`config.mk`:
```
export PLATFORM = sky130hd
export DESIGN_NAME = output_stream_scheduler
export DESIGN_NICKNAME = d
export VERILOG_FILES = /design/src/rtl/output_stream_scheduler.sv
export SDC_FILE = /design/constraint.sdc
export NUM_CORES = 1
export LEC_CHECK = 0
export BUFFER_PORTS_ARGS = -buffer_cell sky130_fd_sc_hd__buf_2
export CAP_MARGIN = 0
export CORE_ASPECT_RATIO = 1.2
export CORE_MARGIN = 1.5
export CORE_UTILIZATION = 52
export CTS_CLUSTER_DIAMETER = 100
export DETAILED_ROUTE_END_ITERATION = 10
export GPL_ROUTABILITY_DRIVEN = 0
export PLACE_DENSITY = 0.83
export SLEW_MARGIN = 20
export SYNTH_ARGS = -nofsm -noshare
export SYNTH_HDL_FRONTEND = slang
export SYNTH_SLANG_ARGS = --single-unit
```
`constraint.sdc`:
```
create_clock -name m_axis_aclk -period 2.8 [get_ports m_axis_aclk]
set_input_delay 0.14 -clock m_axis_aclk [delete_from_list [all_inputs] [get_ports m_axis_aclk]]
set_output_delay 0.14 -clock m_axis_aclk [all_outputs]
set_load 0.02 [all_outputs]
```
`src/rtl/output_stream_scheduler.sv`:
```
// output_stream_scheduler_fifo: generic synchronous FIFO used for the descriptor queue.
// Latency: a pushed entry is visible at head_dat one cycle after the push edge.
// Backpressure: push_rdy low while full; pop while empty is ignored.
//
// Ports:
//   clk / rst_n                clock, synchronous active-low reset
//   push_vld/push_rdy/push_dat write side (valid/ready)
//   pop/head_dat/empty         read side, head is always presented
module output_stream_scheduler_fifo #(
  parameter int WIDTH = 8,
  parameter int DEPTH = 4
) (
  input  logic             clk,
  input  logic             rst_n,
  input  logic             push_vld,
  output logic             push_rdy,
  input  logic [WIDTH-1:0] push_dat,
  input  logic             pop,
  output logic [WIDTH-1:0] head_dat,
  output logic             empty
);
  localparam int PW = (DEPTH > 1) ? $clog2(DEPTH) : 1;
  localparam int CW = $clog2(DEPTH + 1);

  logic [WIDTH-1:0] mem [DEPTH];
  logic [PW-1:0]    wr_ptr;
  logic [PW-1:0]    rd_ptr;
  logic [CW-1:0]    count;
  logic             do_push;
  logic             do_pop;

  // Separate occupancy count distinguishes full from empty when pointers meet.
  assign push_rdy = (count != CW'(DEPTH));
  assign empty    = (count == '0);
  assign do_push  = push_vld & push_rdy;
  assign do_pop   = pop & ~empty;
  assign head_dat = mem[rd_ptr];

  always_ff @(posedge clk) begin
    if (!rst_n) begin
      wr_ptr <= '0;
      rd_ptr <= '0;
      count  <= '0;
    end else begin
      // DEPTH is a power of two, so natural pointer overflow is the modulo wrap.
      if (do_push) wr_ptr <= wr_ptr + 1'b1;
      if (do_pop)  rd_ptr <= rd_ptr + 1'b1;
      case ({do_push, do_pop})
        2'b10:   count <= count + 1'b1;
        2'b01:   count <= count - 1'b1;
        default: count <= count;
      endcase
    end
  end

  always_ff @(posedge clk) begin
    if (do_push) mem[wr_ptr] <= push_dat;
  end
endmodule

// output_stream_scheduler: queues output-job descriptors and runs the stream-out engine one job at a time.
// Latency: descriptor accepted at edge N -> start_output high after edge N+2; job_done one cycle after tlast/timeout.
// Backpressure: desc_ready drops while the descriptor queue is full; the snooped stream is never stalled.
//
// Ports:
//   m_axis_aclk / m_axis_aresetn        clock, synchronous active-low reset
//   desc_valid/desc_ready/desc_*        descriptor push from the layer controller
//   start_output, out_size, groups,     drive to the stream-out engine for the current job
//   out_base
//   mon_tvalid/mon_tready/mon_tlast     snooped master AXI-Stream handshake
//   job_done, job_status                completion pulse; status 0 ok, 1 timeout, 2 bad descriptor
//   busy, err_sticky, jobs_done_count   activity flag, sticky error, wrapping completion count
module output_stream_scheduler #(
  parameter int MAX_ADDR_WIDTH = 13,
  parameter int FIFO_DEPTH     = 4,
  parameter int GAP_CYCLES     = 2,
  parameter int TIMEOUT_CYCLES = 1024,
  parameter int CNT_WIDTH      = 16
) (
  input  logic                      m_axis_aclk,
  input  logic                      m_axis_aresetn,
  input  logic                      desc_valid,
  output logic                      desc_ready,
  input  logic [MAX_ADDR_WIDTH-1:0] desc_base,
  input  logic [MAX_ADDR_WIDTH-1:0] desc_size,
  input  logic [3:0]                desc_groups,
  output logic                      start_output,
  output logic [MAX_ADDR_WIDTH-1:0] out_size,
  output logic [3:0]                groups,
  output logic [MAX_ADDR_WIDTH-1:0] out_base,
  input  logic                      mon_tvalid,
  input  logic                      mon_tready,
  input  logic                      mon_tlast,
  output logic                      job_done,
  output logic [1:0]                job_status,
  output logic                      busy,
  output logic                      err_sticky,
  output logic [CNT_WIDTH-1:0]      jobs_done_count
);
  localparam int TW = (TIMEOUT_CYCLES > 1) ? $clog2(TIMEOUT_CYCLES) : 1;
  localparam int GW = (GAP_CYCLES > 1) ? $clog2(GAP_CYCLES) : 1;

  typedef struct packed {
    logic [MAX_ADDR_WIDTH-1:0] base;
    logic [MAX_ADDR_WIDTH-1:0] size;
    logic [3:0]                groups;
  } desc_t;

  typedef enum logic [1:0] {IDLE, LOAD, RUN, GAP} state_t;

  state_t        state;
  state_t        state_nxt;
  desc_t         desc_in_dat;
  desc_t         head_dat;
  logic          fifo_rdy;
  logic          fifo_empty;
  logic          ready_en;
  logic          pop;
  logic          load_en;
  logic          beat;
  logic          done_nxt;
  logic [1:0]    status_nxt;
  logic [TW-1:0] stall_cnt;
  logic [TW-1:0] stall_nxt;
  logic [GW-1:0] gap_cnt;
  logic [GW-1:0] gap_nxt;

  assign desc_in_dat = '{base: desc_base, size: desc_size, groups: desc_groups};

  // ready_en keeps desc_ready low while reset is held; it rises on the first edge after release.
  assign desc_ready = ready_en & fifo_rdy;

  output_stream_scheduler_fifo #(
    .WIDTH ($bits(desc_t)),
    .DEPTH (FIFO_DEPTH)
  ) u_desc_fifo (
    .clk      (m_axis_aclk),
    .rst_n    (m_axis_aresetn),
    .push_vld (desc_valid & desc_ready),
    .push_rdy (fifo_rdy),
    .push_dat (desc_in_dat),
    .pop      (pop),
    .head_dat (head_dat),
    .empty    (fifo_empty)
  );

  // The monitored stream only matters while a job is running.
  assign beat         = (state == RUN) & mon_tvalid & mon_tready;
  assign start_output = (state == RUN);
  assign busy         = (state != IDLE) | ~fifo_empty;

  always_ff @(posedge m_axis_aclk) begin
    if (!m_axis_aresetn) state <= IDLE;
    else                 state <= state_nxt;
  end

  always_comb begin
    state_nxt  = state;
    pop        = 1'b0;
    load_en    = 1'b0;
    done_nxt   = 1'b0;
    status_nxt = 2'd0;
    stall_nxt  = stall_cnt;
    gap_nxt    = gap_cnt;
    case (state)
      IDLE: begin
        if (!fifo_empty) state_nxt = LOAD;
      end
      LOAD: begin
        pop       = 1'b1;
        load_en   = 1'b1;
        stall_nxt = '0;
        gap_nxt   = '0;
        // A zero-length or zero-group job would never produce tlast; reject it here.
        if (head_dat.size == '0 || head_dat.groups == '0) begin
          done_nxt   = 1'b1;
          status_nxt = 2'd2;
          state_nxt  = GAP;
        end else begin
          state_nxt = RUN;
        end
      end
      RUN: begin
        // tlast is tested first so a final beat on the expiry cycle still completes cleanly.
        if (beat && mon_tlast) begin
          done_nxt   = 1'b1;
          status_nxt = 2'd0;
          state_nxt  = GAP;
          gap_nxt    = '0;
        end else if (!beat && stall_cnt == TW'(TIMEOUT_CYCLES - 1)) begin
          done_nxt   = 1'b1;
          status_nxt = 2'd1;
          state_nxt  = GAP;
          gap_nxt    = '0;
        end else if (beat) begin
          stall_nxt = '0;
        end else begin
          stall_nxt = stall_cnt + 1'b1;
        end
      end
      GAP: begin
        // Hold start_output low long enough for the engine to clear its done flag.
        if (gap_cnt == GW'(GAP_CYCLES - 1)) state_nxt = IDLE;
        else                                gap_nxt   = gap_cnt + 1'b1;
      end
      default: state_nxt = IDLE;
    endcase
  end

  always_ff @(posedge m_axis_aclk) begin
    if (!m_axis_aresetn) begin
      ready_en        <= 1'b0;
      stall_cnt       <= '0;
      gap_cnt         <= '0;
      out_base        <= '0;
      out_size        <= '0;
      groups          <= '0;
      job_done        <= 1'b0;
      job_status      <= 2'd0;
      err_sticky      <= 1'b0;
      jobs_done_count <= '0;
    end else begin
      ready_en   <= 1'b1;
      stall_cnt  <= stall_nxt;
      gap_cnt    <= gap_nxt;
      job_done   <= done_nxt;
      job_status <= status_nxt;
      if (load_en) begin
        out_base <= head_dat.base;
        out_size <= head_dat.size;
        groups   <= head_dat.groups;
      end
      // Counter and sticky flag move on the same edge that presents the pulse.
      if (done_nxt)                       jobs_done_count <= jobs_done_count + 1'b1;
      if (done_nxt && status_nxt != 2'd0) err_sticky      <= 1'b1;
    end
  end
endmodule

```
-- After elaboration in Yosys (flattened, before gate mapping)
Memories as Yosys holds them, arrays and structs flattened. A register that Yosys moved wholly into a read port is not among the register bits.
Index checks and enable logic that the tools add are counted.
- RAM bits: 120
- input bits: 36
- flip-flop bits (word level): 71
- logic and storage cells: 88
- memories: 1
- output and inout port bits: 53
- memory list (memory ; words ; width ; read ports ; clocked after Yosys merged registers in ; write ports ; RTL line ; RTL):
    u_desc_fifo.mem ; 4 ; 30 ; 1 ; 1 ; 1 ; 25 ; logic [WIDTH-1:0] mem [DEPTH];
- add/subtract/negate cells: 7
- reduce and logical (&&, ||, !) cells: 17
- equal/unequal tests: 12
- bitwise gates (word level): 8
- multiplexer cells: 29
- operators by type and width (operator ; count):
    10-bit two-way mux ; 3
    10-bit one-hot mux with 2 select lines ; 1
    16-bit by 1-bit adder with 16-bit output (second input constant) ; 1
    2-bit two-way mux ; 7
    13-bit zero test ; 1
    1-bit two-way mux ; 13
    10-bit by 1-bit adder with 10-bit output (second input constant) ; 1
    10-bit == test (second input constant) ; 1
    2-bit != test (second input constant) ; 4
    2-bit one-hot mux with 4 select lines ; 1
    2-bit nonzero test ; 4
    1-bit bitwise AND ; 6
    2-bit == test (second input constant) ; 3
    3-bit one-hot mux with 2 select lines ; 1
    3-bit AND reduction ; 2
    2-bit by 1-bit adder with 2-bit output (second input constant) ; 2
    2-bit by 1-bit == test with 1-bit output (second input constant) ; 2
    4-bit zero test ; 1
    2-bit one-hot mux with 2 select lines ; 1
    3-bit by 1-bit adder with 3-bit output (second input constant) ; 1
    1-bit logical AND ; 3
    3-bit zero test ; 1
    3-bit by 1-bit != test with 1-bit output (second input constant) ; 1
    3-bit != test (second input constant) ; 1
    11 further kinds ; 11

-- Logic depth before layout (Yosys ltp)
Gate-level depths: netlist of run 1.
- word-level depth: 10
- gate-level depth with buffers: 11
- gate-level depth less buffers: 10

-- By module
From an unflattened synthesis of run 1, not the netlist that was laid out.
- cell total of the unflattened synthesis: 510
- area, all modules: 7621.1 µm²
- modules (own cells, without submodules) (module ; times used ; area an instance (µm²) ; cells an instance ; sequential area each (µm²)):
    output_stream_scheduler_fifo ; 1 ; 4817.1 ; 210 ; 3783.6
    output_stream_scheduler ; 1 ; 2803.9 ; 300 ; 1281.2

-- Least setup slack after synthesis of run 1
Ideal clock, no wire load.
- path kind: register to register
- start: register state[0]
- end: register jobs_done_count[14]
- period minus slack after synthesis: 2.764 ns
- slack: 0.036 ns
- required time: 2.730 ns
- library setup time: 0.070 ns
- data arrival time: 2.693 ns
- stages on the path, launching flop included: 10
- path buffers: 1
- cell sequence: dfxtp_1 inv_1 ha_1 a21bo_2 or4_1 and2_1 a31o_2 buf_2 or4_1 a21oi_1
- word-level cells in the longest chain between the ends: 8
- elaborated cells between the ends (all ways): 10
- those cells by class: 2 x eq/ne; 3 x mux; 2 x bitwise; 3 x reduce/logical
- RTL lines (what ; RTL line ; RTL):
    start, declared ; 111 ; state_t state;
    start signal, assigned ; 154 ; else state <= state_nxt;
    2-bit == test * ; -- ;
    named net start_output ; 87 ; output logic start_output,
    1-bit bitwise AND (2 in series) ; 148 ; assign beat = (state == RUN) & mon_tvalid & mon_tready;
    1-bit zero test ; 190 ; end else if (!beat && stall_cnt == TW'(TIMEOUT_CYCLES - 1)) begin
    1-bit logical AND ; 190 ;
    1-bit two-way mux ; 190 ;
    1-bit two-way mux ; 185 ; if (beat && mon_tlast) begin
    1-bit one-hot mux with 2 select lines * ; 165 ; case (state)
    end signal, assigned ; 234 ; if (done_nxt) jobs_done_count <= jobs_done_count + 1'b1;
    end, declared ; 98 ; output logic [CNT_WIDTH-1:0] jobs_done_count
The timed path passes the listed nets; every way through them passes the cells marked *.
A chain may end at the register's enable or synchronous reset.

==> metrics.md, run 1 <==
| Metric | Value |
|---|---|
| Outcome | `finished with violations` |
| Failing checks | `DRC` |
| Setup slack, reg-to-reg | `70 ps` |
| WP data arrival | `3080 ps` |
| P per Cell Area | `771 nW/um^2` |
| Drt drc | `6` |
| Comb power frac | `19.9%` |
| WHS | `178 ps` |
| Overflow after GRT | `0` |
| Fillers | `917` |
| Top post-synthesis cells by area | `edfxtp_1 48%, dfxtp_1 20%, mux4_2 8.7%, mux2i_1 4.7%, nor2_1 2.8%` |
| Nets | `703` |
| Vias in the first global route | `4934` |
| Io pins | `89` |
| XOR/XNOR Fraction of Synth Area | `1.29%` |
| Max FO, Critical Path | `7` |
| Pin count of the biggest net entering global routing | `58` |
| Post-synth EDFFs | `120` |
| Final Cycle Share | `97.6%` |
| Root Driver | `clkbuf_16` |
| Drt first-iter violations | `431` |
| Slew HR | `25.1%` |
| Largest family of logic cells by synthesized area | `multiplexers` |
| Pre-CTS WS | `-139 ps` |
| Fmax | `366 MHz` |
| Synth Area in Simple Gates | `8.86%` |
| Clock insertion delay at the later pin of the skew report | `430 ps` |
| Syn_area_per_cell | `14.7 sq um` |
| Crit Reg-Reg Endpoint | `jobs_done_count[13]` |
| Clock Path Buffers | `2` |
| Max IR drop VDD | `0.496 mV` |
| Max-slew violation count | `0` |
| Post-DP HPWL | `9.55 mm` |
| Mux cell area share after synthesis | `13.6%` |
| Most frequent cell after synthesis | `edfxtp_1` |
| Crit-path slowest cell | `mux4_2` |
| Cell Area, Synth | `7470 sq um` |
| Main flop type after synthesis | `edfxtp_1` |
| Die area | `15100 sq um` |
| Sequential element share of the synthesized area | `67.8%` |
| Fraction of layout cells with a size suffix above 1 | `29.2%` |
| Initial antenna violation count | `0` |
| Die H | `134 um` |
| DRT antenna net count | `0` |
| All-Layer GR Usage | `22.5%` |
| Max-Cap Viols | `0` |
| Internal power | `5170 uW` |
| P_sw | `2010 uW` |
| Worst-Margin Slew | `1120 ps` |
| Chip Width | `112 um` |
| Hold Path Stages | `4` |
| CP Capture Type | `register` |
| Async SR Flop Fraction | `0%` |
| Top-area cell type share of the netlist area | `48.2%` |
| Adder-Cell Fraction of Synth Area | `2.28%` |
| Post-synth net total | `556` |
| Sw frac | `28.0%` |
| Setup ws final | `68.5 ps` |
| Setup Crit Path Kind | `register to register` |
| Antenna Cells | `0` |
| Worst Hold Path EP | `u_desc_fifo.wr_ptr[1]` |
| Global-route wire length before repair | `25.8 mm` |
| Std-Cell Core Area | `13900 sq um` |
| Min Tclk post-route | `2730 ps` |
| Starting density of the core | `53.6%` |
| Fin Clk Skew | `14.0 ps` |
| First-pass DRT Iterations | `8` |
| Count of cell types in the netlist | `43` |
| Clock share of power | `33.9%` |
| Setup-failing EPs final | `0` |
| Vias per Instance | `5.74` |
| Critical path required time | `3150 ps` |
| Crit-path cells | `buf_6, mux4_2, nor4_2, nand4_1, buf_4, a31o_2, or4_1, a21oi_1` |
| Pleak | `0.00337 uW` |
| Layout area overhead | `24.7%` |
| Share of power burned in registers | `46.1%` |
| Core Rows | `47` |
| CP max stage delay | `540 ps` |
| Fin. Hold Viols | `0` |
| Leading area contributor after synthesis | `edfxtp_1` |
| Clock slew at reported path FFs | `70 ps` |
| Port bufs | `88` |
| CTS tree | `done` |
| Sink Count | `193` |
| Cells after Synth | `507` |
| Worst-case reg-to-reg path depth | `8` |
| Yosys Warn Count | `0` |
| Register bit total from synthesis | `193` |
| HP Start | `desc_valid` |
| Hold WC Path Type | `input pin to register` |
| TritonCTS Buffers | `17` |
| Via count | `4812` |
| Post-synth top cells | `120 x edfxtp_1, 73 x dfxtp_1, 56 x nor2_1` |
| Routed WL | `16.2 mm` |
| Crit start category | `register` |
| WL/cell | `19.4 um` |
| Compound-Gate Fraction of Synth Area | `4.20%` |
| CTS H-Tree Depth | `4` |
[layout make-up]
class	instances	area (sq um)	area share [%]
clock buffers	20	447	4.79
inverters	17	63.8	0.685
well taps	171	214	2.30
repair buffers	147	1010	10.8
multi-input cells	278	2370	25.4
flip-flops and latches	193	5070	54.4
clock inverters	12	148	1.58
[placed cells by master (no fill, tap or decap), types with 2 or more instances in the layout]
cell type        n
xor2_1           6
xnor2_1          5
or3_1            6
nand4b_1         2
clkbuf_1         2
nor3_1           2
o21ai_0         10
nand2_1         18
inv_6            3
nand4_1          9
a21oi_1         21
buf_4           24
edfxtp_1       120
buf_2           88
a31o_2           2
mux4_2          29
inv_8            2
and2_1           3
mux2i_1         35
inv_1           16
clkbuf_16       17
clkinv_4         3
or4_4            2
nand2b_1         2
nor2_1          56
a31o_4           2
bufinv_16        2
dfxtp_1         72
nor4_2           2
or4_1            7
buf_12           2
and3_1           6
o31ai_1          4
dlygate4sd3_1   31
ha_1            11
a31oi_1          3
nand3_1         14
[worst max-delay path by stage]
stage	cells past startpoint	slack [ps]	to	startpoint
after global placement	8	-30	jobs_done_count[8]	register
after detailed placement	8	-140	jobs_done_count[9]	register
after global routing	11	-30	jobs_done_count[7]	register
after floorplan	9	40	jobs_done_count[14]	state[0]
final	8	70	jobs_done_count[13]	register
after CTS	9	0.8	jobs_done_count[9]	register
[power groups by stage]
| stage | Clock, uW | Sequential [uW] | Combinational, uW |
|---|---|---|---|
| finish | 2440 | 3310 | 1430 |
| global route | 2570 | 3330 | 1540 |
| floorplan | 0 | 3470 | 797 |
| global placement | 0 | 3360 | 1260 |
| CTS | 2450 | 3310 | 1380 |
| detailed placement | 0 | 3370 | 1310 |
[cell families after synthesis]
logic type      after synthesis
fa+ha+maj                    13
flops                       193
xor+xnor                     11
mux                          65
buf+inv                      38
simple gates                135
compound gates               52
[sequential cells by signal, indices dropped and copies added (netlist names), 3 cells and up, named ones only]
signal / count
u_desc_fifo.count: 3
groups: 4
out_size: 13
jobs_done_count: 16
out_base: 13
stall_cnt: 10
u_desc_fifo.mem: 120
[critical path, delay by kind of cell, from the launching register on]
family	cells	cell delay [ps]
muxes	1	540
AOI/OAI and AO/OA	2	440
buffers and inverters	2	320
DFF	1	380
and+or+nand+nor	3	960
[what timing repair did]
action / CTS / global route
endpoints found under the setup margin: 6 / 16
buffers inserted: 3 / 6
hold endpoints to repair: 121 / 0
resized for setup: 5 / 14
pin swaps: 2 / 3
cloned: 2 / 0
hold buffers: 31 / 0
[per-layer routing]
metal / share of wire (%) / global-route usage, % / vias to the layer above
met3: 5.2 / 4.56 / 24
met2: 54 / 40.6 / 172
met1: 39 / 26.1 / 2402
met4: 1.7 / 9.63 / 0
met5: 0 / 0 / -
li1: - / - / 2214
[through the flow]
step           total power (uW)  utilization (%)  TNS, ps  cell area, sq um  std cells
3_5_place_dp               4670             59.1     -525              8230        765
2_1_floorplan              4260                -        0              7470        507
5_1_grt                    7440             66.9     -103              9320        838
3_3_place_gp               4620             59.1    -80.2              8230        765
6_report                   7180             66.9        0              9320        838
4_1_cts                    7140             66.1        0              9210        833
No activity file was read; power rests on OpenSTA's default activity.
==> run 2: changes to the inputs <==
--- a/config.mk
+++ b/config.mk
@@ -8,7 +8,7 @@
 export BUFFER_PORTS_ARGS = -buffer_cell sky130_fd_sc_hd__buf_2
 export CAP_MARGIN = 0
 export CORE_ASPECT_RATIO = 1.2
-export CORE_MARGIN = 1.5
+export CORE_MARGIN = 3
 export CORE_UTILIZATION = 52
 export CTS_CLUSTER_DIAMETER = 100
 export DETAILED_ROUTE_END_ITERATION = 10
@@ -17,4 +17,5 @@
 export SLEW_MARGIN = 20
 export SYNTH_ARGS = -nofsm -noshare
 export SYNTH_HDL_FRONTEND = slang
+export SYNTH_HIERARCHICAL = 1
 export SYNTH_SLANG_ARGS = --single-unit
==> metrics.md, run 2 <==
| Metric | Value |
|---|---|
| Starting density of the core | `54.2%` |
| Global-route wire length before repair | `26.3 mm` |
| Post-synth top cells | `120 x edfxtp_1, 73 x dfxtp_1, 40 x nor2_1` |
| Fraction of layout cells with a size suffix above 1 | `27.5%` |
| Fin Clk Skew | `10.4 ps` |
| Sink Count | `193` |
| Count of cell types in the netlist | `47` |
| Main flop type after synthesis | `edfxtp_1` |
| Layout area overhead | `21.1%` |
| CTS tree | `done` |
| Internal power | `5080 uW` |
| Post-Route Utilization | `65.7%` |
| P_sw | `2070 uW` |
| Setup Crit Path Kind | `register to register` |
| Setup TNS | `0 ps` |
| Crit start category | `register` |
| Top post-synthesis cells by area | `edfxtp_1 47%, dfxtp_1 19%, mux4_2 8.9%, mux2i_1 5.0%, nor2_1 2.0%` |
| First-pass DRT Iterations | `6` |
| Setup slack, reg-to-reg | `100 ps` |
| Top-area cell type share of the netlist area | `47.3%` |
| DRT antenna net count | `0` |
| CP max stage delay | `550 ps` |
| Vias per Instance | `5.93` |
| Std-Cell Core Area | `14100 sq um` |
| Post-synth net total | `558` |
| Pleak | `0.00333 uW` |
| Core Rows | `47` |
| Post-DP HPWL | `10.2 mm` |
| Max-slew violation count | `0` |
| Initial antenna violation count | `1` |
| Cells after Synth | `510` |
| CP Capture Type | `register` |
| Max FO, Critical Path | `18` |
| P per Cell Area | `775 nW/um^2` |
| Outcome | `finished clean` |
| Most frequent cells in the layout | `120 x edfxtp_1, 88 x buf_2, 72 x dfxtp_1` |
| Vias in the first global route | `4978` |
| Root Driver | `clkbuf_16` |
| Max reg flops | `120` |
| WL/cell | `20.3 um` |
| Async SR Flop Fraction | `0%` |
| Slew HR | `39.9%` |
| Nets | `687` |
| Crit-path cells | `buf_12, mux4_2, nor4_2, nand4_1, o211a_4, or4_1, a21oi_1` |
| Most frequent cell after synthesis | `edfxtp_1` |
| Clock insertion delay at the later pin of the skew report | `430 ps` |
| Cell Area, Synth | `7620 sq um` |
| CTS H-Tree Depth | `4` |
| Max IR drop VDD | `0.559 mV` |
| Yosys Warn Count | `6` |
| Sw frac | `29.0%` |
| Port bufs | `88` |
| Routed WL | `16.7 mm` |
| Setup-failing EPs final | `0` |
| Final Cycle Share | `96.3%` |
| Syn_area_per_cell | `14.9 sq um` |
| Die area | `16200 sq um` |
| WP data arrival | `3030 ps` |
| Share of power burned in registers | `46.4%` |
| Via count | `4889` |
| Worst-Margin Slew | `900 ps` |
| Min Tclk post-route | `2700 ps` |
| Overflow after GRT | `0` |
| Drt first-iter violations | `425` |
| Biggest registers after layout | `u_desc_fifo/mem: 120 flops, jobs_done_count: 16 flops` |
| Io pins | `89` |
| Max-Cap Viols | `0` |
| Most common cell after layout, fill and taps aside | `edfxtp_1` |
| Die H | `139 um` |
| Clock Path Buffers | `2` |
| Post-synth EDFFs | `120` |
| Hold WC Path Type | `input pin to register` |
| All-Layer GR Usage | `21.4%` |
| Comb power frac | `19.4%` |
| Fmax | `371 MHz` |
| Reg with most FFs | `u_desc_fifo/mem` |
| Sequential element share of the synthesized area | `66.5%` |
| Leading area contributor after synthesis | `edfxtp_1` |
| Critical path required time | `3140 ps` |
| TritonCTS Buffers | `17` |
| Drt drc | `0` |
| Fin. Hold Viols | `0` |
| Crit-path slowest cell | `mux4_2` |
| Clock share of power | `34.2%` |
| Chip Width | `117 um` |
| Register bit total from synthesis | `193` |
| Clock slew at reported path FFs | `70 ps` |
| Pin count of the biggest net entering global routing | `46` |
run 2: cell types whose count changed after synthesis, moves of 4 or more:
cell | previous run | this run
nand2_1 | 18 | 25
o31ai_1 | 6 | 14
inv_1 | 17 | 12
buf_1 | 7 | 3
a21oi_1 | 23 | 19
and2_1 | 3 | 8
nor2_1 | 56 | 40
run 2: metal layers:
layer	global-route usage (%)	up-vias	wire [um]
met5	0	-	0
met4	7.09	0	137
met3	5.76	12	1100
met2	36.1	228	9090
met1	26.5	2435	6390
li1	-	2214	-
run 2: path summary, 6_finish.rpt:
| check | start | end | depth (start not counted) |
|---|---|---|---|
| worst max register to register | register | jobs_done_count[9] | 7 |
| worst max-delay path | register | jobs_done_count[9] | 7 |
| worst min-delay path | m_axis_aresetn | ready_en | 1 |
| worst min register to register | err_sticky | err_sticky | 1 |
run 2: power groups by stage:
stage | Clock, uW | Sequential [uW] | Combinational, uW
floorplan | 0 | 3460 | 836
global placement | 0 | 3360 | 1270
detailed placement | 0 | 3380 | 1320
CTS | 2480 | 3320 | 1380
global route | 2620 | 3340 | 1510
finish | 2450 | 3320 | 1390
run 2: cell type report:
cell class | instances | area (sq um)
clock inverter | 15 | 178
antenna | 1 | 2.50
clock buffer | 17 | 425
tap | 171 | 214
inverter | 13 | 48.8
sequential | 193 | 5070
fill | 946 | 4830
multi-input combinational | 282 | 2420
timing repair buffer | 132 | 871
run 2: worst max-delay path, delay by kind of cell (launching register included):
| kind | cells | cell delay, ps |
|---|---|---|
| mux | 1 | 550 |
| simple gates | 3 | 1050 |
| flops | 1 | 350 |
| buf+inv | 1 | 190 |
| compound gates | 2 | 440 |
run 2: logic make-up (layout without fill, tap and decap cells):
group | Yosys count | after routing | synth area share, %
compound gates | 56 | 57 | 5.12
xor+xnor | 6 | 6 | 0.690
fa+ha+maj | 12 | 12 | 2.07
buf+inv | 36 | 177 | 2.22
flops | 193 | 193 | 66.5
mux | 68 | 68 | 13.9
other cells | 0 | 1 | 0
simple gates | 139 | 139 | 9.59
run 2: repair_timing:
action / 4_1_cts / 5_1_grt
endpoints found under the hold margin: 120 / 0
hold buffers: 30 / 0
resized for setup: 1 / 4
pin swaps: 0 / 1
buffers inserted: 0 / 1
endpoints found under the setup margin: 7 / 9
gates cloned: 0 / 1
run 2: stage by stage:
stage	hold WS, ps	cell area, sq um	setup slack [ps]	instances	power (uW)
floorplan	168	7620	269	510	4290
global placement	348	8280	127	759	4630
detailed placement	357	8280	-1.63	759	4700
CTS	96.5	9190	16.3	821	7170
global route	121	9230	-2.34	824	7460
finish	115	9230	104	824	7160
==> run 3: changes to the inputs <==
--- a/config.mk
+++ b/config.mk
@@ -7,9 +7,11 @@
 export LEC_CHECK = 0
 export BUFFER_PORTS_ARGS = -buffer_cell sky130_fd_sc_hd__buf_2
 export CAP_MARGIN = 0
+export CELL_PAD_IN_SITES_DETAIL_PLACEMENT = 0
+export CELL_PAD_IN_SITES_GLOBAL_PLACEMENT = 1
 export CORE_ASPECT_RATIO = 1.2
 export CORE_MARGIN = 3
-export CORE_UTILIZATION = 52
+export CORE_UTILIZATION = 43
 export CTS_CLUSTER_DIAMETER = 100
 export DETAILED_ROUTE_END_ITERATION = 10
 export GPL_ROUTABILITY_DRIVEN = 0
==> metrics.md, run 3 (same netlist as run 2, synthesis figures left out) <==
| Metric | Value |
|---|---|
| Setup repair after global routing missed its margin | `no` |
| Final Cycle Share | `95.6%` |
| Fin Clk Skew | `14.3 ps` |
| WP data arrival | `3020 ps` |
| Vias per Instance | `5.45` |
| Most frequent cells in the layout | `120 x edfxtp_1, 88 x buf_2, 72 x dfxtp_1` |
| Port bufs | `88` |
| Hold WC Path Type | `input pin to register` |
| Max-slew violation count | `0` |
| Core Rows | `52` |
| Slew HR | `39.4%` |
| Routed WL | `15.9 mm` |
| Max IR drop VDD | `0.535 mV` |
| Reg with most FFs | `u_desc_fifo/mem` |
| WHS | `103 ps` |
| Biggest registers after layout | `u_desc_fifo/mem: 120 flops, jobs_done_count: 16 flops` |
| Max-Cap Viols | `0` |
| Overflow after GRT | `0` |
| Clock slew at reported path FFs | `70 ps` |
| Clock insertion delay at the later pin of the skew report | `430 ps` |
| Setup Crit Path Kind | `register to register` |
| Worst-case reg-to-reg path depth | `7` |
| Sink Count | `193` |
| CTS tree | `done` |
| Post-DP HPWL | `9.83 mm` |
| P per Cell Area | `756 nW/um^2` |
| End point of the critical path | `jobs_done_count[9]` |
| Dpl cells | `802` |
| Starting density of the core | `44.5%` |
| Drt first-iter violations | `355` |
| Antenna Cells | `0` |
| Global-route wire length before repair | `24.5 mm` |
| Fmax | `373 MHz` |
| CTS H-Tree Depth | `4` |
| Layout area overhead | `21.7%` |
| Io pins | `89` |
| Worst-Margin Slew | `910 ps` |
| Clock Path Buffers | `2` |
| CP Capture Type | `register` |
| Chip Width | `128 um` |
| Critical path required time | `3140 ps` |
| Design area | `9280 sq um` |
| First-pass DRT Iterations | `4` |
| Drt drc | `0` |
| Min Tclk post-route | `2680 ps` |
| Fraction of layout cells with a size suffix above 1 | `27.5%` |
| Max FO, Critical Path | `12` |
| Most common cell after layout, fill and taps aside | `edfxtp_1` |
| Via count | `4724` |
| All-Layer GR Usage | `16.3%` |
| Root Driver | `clkbuf_16` |
| Setup-failing EPs final | `0` |
| Initial antenna violation count | `0` |
| Setup slack, reg-to-reg | `120 ps` |
| Vias in the first global route | `4630` |
| Fillers | `1353` |
| DRT antenna net count | `0` |
| Crit start category | `register` |
| Pin count of the biggest net entering global routing | `46` |
| Total power | `7010 uW` |
| WL/cell | `18.3 um` |
| TritonCTS Buffers | `17` |
| Die area | `19400 sq um` |
| Die H | `152 um` |
| Std-Cell Core Area | `17100 sq um` |
| Setup TNS | `0 ps` |
| Fin. Hold Viols | `0` |
| Non-Filler Instances | `867` |
| DP Area | `8340 sq um` |
| Max reg flops | `120` |
| Pleak | `0.00333 uW` |
| Outcome | `finished clean` |
| Crit Reg-Reg Endpoint | `jobs_done_count[9]` |
| Nets | `686` |
## run 3: cell type report
cell class,count,area (sq um),share of cell area [%]
repair buffers,131,893,9.63
inverters,13,48.8,0.526
clock buffers,17,425,4.59
clock inverters,15,145,1.56
flip-flops and latches,193,5070,54.6
multi-input cells,282,2420,26.1
well taps,216,270,2.91
## run 3: per-stage QoR
stage,setup WS (ps),util [%]
finish,122,54.2
global route,3.34,54.2
CTS,3.42,53.9
detailed placement,-11.2,48.7
global placement,110,48.7
floorplan,269,-
## run 3: power breakdown
| group | leakage (uW) | internal [uW] | switching (uW) |
|---|---|---|---|
| Sequential | 0.00168 | 3200 | 112 |
| Clock | 0.000280 | 1180 | 1140 |
| Combinational | 0.00137 | 541 | 838 |
| Total | 0.00333 | 4920 | 2090 |
## run 3: how the worst min path moves through the flow
stage	cells past startpoint	endpoint	startpoint	slack, ps
2_1_floorplan	0	ready_en	m_axis_aresetn	170
3_3_place_gp	1	u_desc_fifo/mem[3][28]	desc_base[11]	350
3_5_place_dp	1	u_desc_fifo/mem[0][13]	desc_size[9]	360
4_1_cts	1	ready_en	m_axis_aresetn	90
5_1_grt	1	ready_en	m_axis_aresetn	120
6_report	1	ready_en	m_axis_aresetn	100
## run 3: critical path, cell delays in order (launching register included)
cell and delay, ps:
dfxtp_4 410, buf_12 160, mux4_2 550, nor4_2 340, nand4_1 230, o211a_4 250, or4_1 470, a21oi_1 170
## run 3: what timing repair did
item	CTS	global route
endpoints found under the hold margin	120	0
pin swaps	0	1
setup endpoints to repair	5	8
gates resized for setup	1	3
cloned	0	2
hold buffers	30	0
setup buffers	0	1
## run 3: per-layer routing
metal / wire, um / GRT usage, %
met5: 0 / 0
met4: 143 / 4.85
met3: 1000 / 4.63
met2: 8130 / 27.2
met1: 6620 / 20.6
